File: src/rtl/store_buffer.sv
// store_buffer: in-order write buffer between the store formatter and data-BRAM port B.
// Loads own the port; queued stores retire when it is idle, or are forced out after
// MAX_DEFER consecutive deferred cycles. Pending entries are compared against each load
// to raise ld_hazard for read-after-write conflicts.
// Build option: define STORE_BUFFER_FWD_EN to add store-to-load forwarding
// (fwd_data/fwd_mask); without it any overlapping pending store stalls the load.
module store_buffer #(
   parameter int DEPTH     = 4,
   parameter int MAX_DEFER = 8
) (
   input  logic                     clk,
   input  logic                     rst,
   input  logic                     st_valid,
   input  logic [31:0]              st_addr,
   input  logic [3:0]               st_web,
   input  logic [31:0]              st_dib,
   output logic                     st_ready,
   input  logic                     ld_req,
   input  logic [31:0]              ld_addr,
   input  logic [3:0]               ld_mask,
   output logic                     ld_hazard,
   output logic                     mem_en,
   output logic [3:0]               mem_we,
   output logic [31:0]              mem_addr,
   output logic [31:0]              mem_di,
   output logic [$clog2(DEPTH):0]   count,
   output logic                     empty,
   output logic                     full
`ifdef STORE_BUFFER_FWD_EN
   ,
   output logic [31:0]              fwd_data,
   output logic [3:0]               fwd_mask
`endif
);

   localparam int PW = $clog2(DEPTH);
   localparam int CW = PW + 1;
   localparam int DW = $clog2(MAX_DEFER + 1);

   logic [29:0]   ent_addr [DEPTH];
   logic [3:0]    ent_web  [DEPTH];
   logic [31:0]   ent_dib  [DEPTH];
   logic [DEPTH-1:0] ent_vld;

   logic [PW-1:0] head, tail;
   logic [DW-1:0] defer;
   logic [CW-1:0] count_nxt;
   logic          push, pop, forced;
   logic [DEPTH-1:0] match;
   logic          hazard_cond;

   // Byte-offset bits are meaningless here: stores arrive lane-shifted, loads compare words.
   logic unused_addr_lsb;
   assign unused_addr_lsb = ^{st_addr[1:0], ld_addr[1:0]};

   assign st_ready = !full;
   assign push     = st_valid && st_ready && (st_web != 4'b0000);
   assign forced   = (defer == DW'(MAX_DEFER));
   assign mem_en   = !empty && (!ld_req || forced);
   assign pop      = mem_en;
   assign count_nxt = count + CW'(push) - CW'(pop);

   // Head entry presented to the BRAM; byte enables gated so an idle port never writes.
   always_comb begin
      mem_we   = mem_en ? ent_web[head] : 4'b0000;
      mem_addr = {ent_addr[head], 2'b00};
      mem_di   = ent_dib[head];
   end

   // Pointer, occupancy, valid and defer-counter state.
   always_ff @(posedge clk) begin
      if (rst) begin
         head    <= '0;
         tail    <= '0;
         count   <= '0;
         empty   <= 1'b1;
         full    <= 1'b0;
         defer   <= '0;
         ent_vld <= '0;
      end else begin
         if (push) begin
            tail          <= tail + 1'b1;
            ent_vld[tail] <= 1'b1;
         end
         if (pop) begin
            head          <= head + 1'b1;
            ent_vld[head] <= 1'b0;
         end
         count <= count_nxt;
         empty <= (count_nxt == '0);
         full  <= (count_nxt == CW'(DEPTH));
         if (mem_en || empty)
            defer <= '0;
         else if (ld_req && !forced)
            defer <= defer + 1'b1;
      end
   end

   // Entry payload; needs no reset because ent_vld qualifies every use.
   always_ff @(posedge clk) begin
      if (push) begin
         ent_addr[tail] <= st_addr[31:2];
         ent_web[tail]  <= st_web;
         ent_dib[tail]  <= st_dib;
      end
   end

   // Word-and-lane overlap of each pending entry with the current load.
   always_comb begin
      match = '0;
      for (int i = 0; i < DEPTH; i++)
         match[i] = ent_vld[i] && (ent_addr[i] == ld_addr[31:2]) &&
                    ((ent_web[i] & ld_mask) != 4'b0000);
   end

`ifdef STORE_BUFFER_FWD_EN
   logic [PW-1:0] fwd_idx;

   // Overlay matching entries oldest to youngest so the newest byte per lane wins.
   always_comb begin
      fwd_data = '0;
      fwd_mask = '0;
      fwd_idx  = '0;
      for (int k = 0; k < DEPTH; k++) begin
         fwd_idx = head + PW'(k);
         if (match[fwd_idx]) begin
            for (int b = 0; b < 4; b++)
               if (ent_web[fwd_idx][b])
                  fwd_data[8*b +: 8] = ent_dib[fwd_idx][8*b +: 8];
            fwd_mask = fwd_mask | ent_web[fwd_idx];
         end
      end
   end

   assign hazard_cond = (match != '0) && ((ld_mask & ~fwd_mask) != 4'b0000);
`else
   assign hazard_cond = (match != '0);
`endif

   assign ld_hazard = ld_req && (forced || hazard_cond);

endmodule

File: config.mk
export PLATFORM = sky130hd
export DESIGN_NAME = store_buffer
export DESIGN_NICKNAME = d
export VERILOG_FILES = /design/src/rtl/store_buffer.sv
export SDC_FILE = /design/constraint.sdc
export NUM_CORES = 1
export LEC_CHECK = 0
export CAP_MARGIN = 20
export CORE_MARGIN = 8
export CORE_UTILIZATION = 58
export CTS_BUF_LIST = sky130_fd_sc_hd__clkbuf_8 sky130_fd_sc_hd__clkbuf_16
export CTS_CLUSTER_SIZE = 30
export DETAILED_ROUTE_END_ITERATION = 8
export GPL_ROUTABILITY_DRIVEN = 0
export PLACE_DENSITY_LB_ADDON = 0.2
export SYNTH_ARGS = -nofsm -noshare
export SYNTH_HDL_FRONTEND = slang
export SYNTH_SLANG_ARGS = --single-unit
export TNS_END_PERCENT = 100
File: constraint.sdc
create_clock -name clk -period 6 [get_ports clk]
set_input_delay 1.5 -clock clk [delete_from_list [all_inputs] [get_ports clk]]
set_output_delay 1.5 -clock clk [all_outputs]
set_load 0.02 [all_outputs]
==> out/summary.log <==
INFO  drt            initialDrtViolationCount=376
INFO  floorplanning  die_height=159um
INFO  drt            final_antenna_net_count=0
INFO  status         status=finished, final reports clean
INFO  layout         fin_nets=932
INFO  worst_setup_path crit_fanout=4
INFO  cts            clk-insertion-delay-late=0.53ns
INFO  cts            cts_resized=0
INFO  cts            clock_tree.buffer_depth=3
INFO  cts            cts_made_buffers=28
INFO  yosys          synth-edff-count=264
INFO  cts            post_cts_hold_buffer_count=0
INFO  worst_setup_path cells_traversed_along_the_worst_timing_path=clkdlybuf4s50_1 -> xnor2_1 -> nand4_1 -> nor4_1 -> nand4_1 -> nor4_1 -> o31a_1 -> clkdlybuf4s50_1
INFO  yosys          synth_async_sr_flop_share=0%
INFO  sta            min_setup_slack_post_route=0.457ns
INFO  power          p_sw=1.65mW
INFO  power          vdd.ir_drop.worst=0.283mV
INFO  cts            tritoncts_clock_tree=yes
INFO  yosys          yosysWarnings=0
INFO  grt            grtUsageTotal=21.1%
INFO  power          clock_power_share=27.8%
INFO  power          switching_share=28.5%
INFO  yosys          synthesis.area=11,900squm
INFO  layout         antenna-diode-count=0
INFO  layout         layout_common_cells=sky130_fd_sc_hd__edfxtp_1, sky130_fd_sc_hd__clkdlybuf4s50_1, sky130_fd_sc_hd__xnor2_1, sky130_fd_sc_hd__mux4_2, sky130_fd_sc_hd__xor2_1
INFO  worst_setup_path arr_time_crit_path=4.04ns
INFO  yosys          gate_count_of_the_mapped_netlist=636
INFO  grt            antenna_found_initial=1
INFO  cts            cts.sinks=283
INFO  sta            slew_headroom=27.3%
INFO  floorplanning  die_area=25,300squm
INFO  sta            setup_viol=0
INFO  placed_design  estimated_wirelength_of_the_detail_placed_design=18,000um
INFO  drt            drt_first_pass_iters=5
INFO  layout         commonest_non_fill_non_tap_cell_in_the_layout=sky130_fd_sc_hd__edfxtp_1
INFO  power          power_density_relative_to_cell_area=393nW/um^2
INFO  worst_setup_path critPathRequiredTime=4.50ns
INFO  cts            htree_levels=1
INFO  worst_setup_path critical_path.endpoint_type=output pin
INFO  layout         layout-drive-gt1-share=14.7%
INFO  sta            timing.clock.skew=0.0107ns
INFO  power          power.combinational.fraction=27.5%
INFO  floorplanning  initial_utilization=58.9%
INFO  floorplanning  num_rows=52
INFO  layout         ff_latch_area=8310squm
INFO  worst_setup_path cp_slowest_stage_delay=0.62ns
INFO  sta            layout_min_cycle_time=5.54ns
INFO  yosys          synthDistinctLibCells=36
INFO  power          power.internal=4.14mW
INFO  yosys          synth_area_per_cell=18.7squm
INFO  sta            slew_violations=0
INFO  min_path       hp-class=reg -> reg
INFO  power          sequentialPowerShare=44.8%
INFO  drt            drcViolationCount=0
INFO  worst_setup_path cp-start-kind=input port
INFO  worst_setup_path path_class=in -> out
INFO  placed_design  port_buffers=177
INFO  grt            global_route_wire_length_before_repair=41,000um
INFO  drt            routedWlPerCell=24.5um
INFO  sta            fin_setup_tns=0ns
INFO  layout         fillCellCount=1,222
INFO  sta            max_fclk=180MHz
INFO  drt            via_count=6,435
INFO  floorplanning  core_region_area=20,200squm
INFO  layout         multi_input_comb_area=3350squm
INFO  job            maxCapViolations=0
INFO  floorplanning  design.portCount=184
INFO  sta            rsz_0062_raised_after_global_routing=no
INFO  cts            cts.clk_slew.worst_paths=0.06ns
INFO  drt            route.detailed.vias_per_inst=5.85
INFO  cts            cts_root_buf=sky130_fd_sc_hd__clkbuf_16
INFO  drt            totalWireLength=27,000um
INFO  sta            final.period_utilization=92.4%
INFO  layout         area_growth=24.0%
INFO  floorplanning  dieWidth=159um
INFO  placed_design  place_worst_setup_slack=0.472ns
INFO  sta            final_hold_viol_count=0
INFO  yosys          ys_ff_latch=283
INFO  yosys          synth_sequential_area_ratio=69.9%
INFO  sta            max_slew.worst_pin.slew=1.09ns
INFO  cts            post-cts-setup-buffers=0
INFO  yosys          synth_ff_type=sky130_fd_sc_hd__edfxtp_1
INFO  worst_setup_path crit_slowest_cell=sky130_fd_sc_hd__clkdlybuf4s50_1
INFO  grt            grt_overflow=0
INFO  grt            number_of_global_route_vias_before_repair=7,002
INFO  power          p_leak=4.71nW
INFO  grt            grt_max_degree=68
==> layout make-up <==
class,count,share of cell area (%)
clock buffer,33,5.30
tap,270,2.29
timing repair buffer,182,12.4
sequential,283,56.4
multi-input combinational,302,22.7
clock inverter,16,0.475
inverter,14,0.357
==> registers in the layout, indices dropped and copies added (netlist names), named ones only <==
name      cells
full          1
defer         4
head          2
ent_vld       4
ent_web      16
ent_dib     128
tail          2
empty         1
ent_addr    120
count         3
==> cell families after synthesis <==
logic type	Yosys count	share of synthesized area [%]
flip-flops	283	69.9
adder cells (fa/ha/maj)	13	1.43
XOR/XNOR	126	9.29
AND/OR/NAND/NOR	72	3.58
buffers and inverters	52	1.92
other	1	0.0316
AO/OA/AOI/OAI	22	1.24
multiplexers	67	12.6
==> Yosys cell counts (all sizes together), types with 4 or more instances <==
cell type,instances,area [sq um]
nand4,24,150
nor4,13,81.3
a211oi,4,30.0
and2,8,60.1
nand3,5,25.0
clkbuf,21,81.3
dfxtp,19,380
edfxtp,264,7930
a22oi,8,60.1
buf,17,93.8
mux4,66,1490
a21oi,6,30.0
xnor2,89,780
nor2,15,66.3
ha,12,150
xor2,37,324
inv,14,52.6
==> critical path, delay by kind of cell <==
kind                      cells  cell delay [ns]
buffers and inverters         2             1.14
and+or+nand+nor               4             0.90
xor gates and xnor gates      1             0.31
AOI/OAI and AO/OA             1             0.19
==> power by group through the flow <==
| stage | Clock, mW | Combinational [mW] | Sequential, mW |
|---|---|---|---|
| finish | 1.61 | 1.59 | 2.59 |
| global route | 1.71 | 1.69 | 2.62 |
| CTS | 1.64 | 1.60 | 2.60 |
| detailed placement | 0 | 1.59 | 2.64 |
| global placement | 0 | 1.57 | 2.62 |
| floorplan | 0 | 0.926 | 2.58 |
==> routing by layer <==
| metal | track usage [%] | part of all wire, % |
|---|---|---|
| met2 | 35.0 | 50 |
| met4 | 6.30 | 2.5 |
| met5 | 0 | 0.048 |
| met1 | 26.2 | 38 |
| met3 | 6.80 | 9.6 |
==> through the flow <==
stage	instances	total power, mW	hold slack, ns	cell area (sq um)	util [%]
floorplan	637	3.51	0.430	11900	-
global placement	1050	4.19	0.437	13900	68.8
detailed placement	1050	4.23	0.489	13900	68.8
CTS	1099	5.84	0.503	14700	73.0
global route	1100	6.01	0.532	14700	73.1
finish	1100	5.79	0.498	14700	73.1
==> path summary, 6_finish.rpt <==
kind                          from  cells past startpoint  slack [ns]                     to
max                    ld_addr[22]                      8        0.46              ld_hazard
min          defer[0]$_SDFFE_PP0P_                      1        0.50  defer[0]$_SDFFE_PP0P_
max reg2reg  defer[0]$_SDFFE_PP0P_                     12        3.37        full$_SDFF_PP0_
min reg2reg  defer[0]$_SDFFE_PP0P_                      1        0.50  defer[0]$_SDFFE_PP0P_
Note: power is estimated with default switching activity, not from simulation.
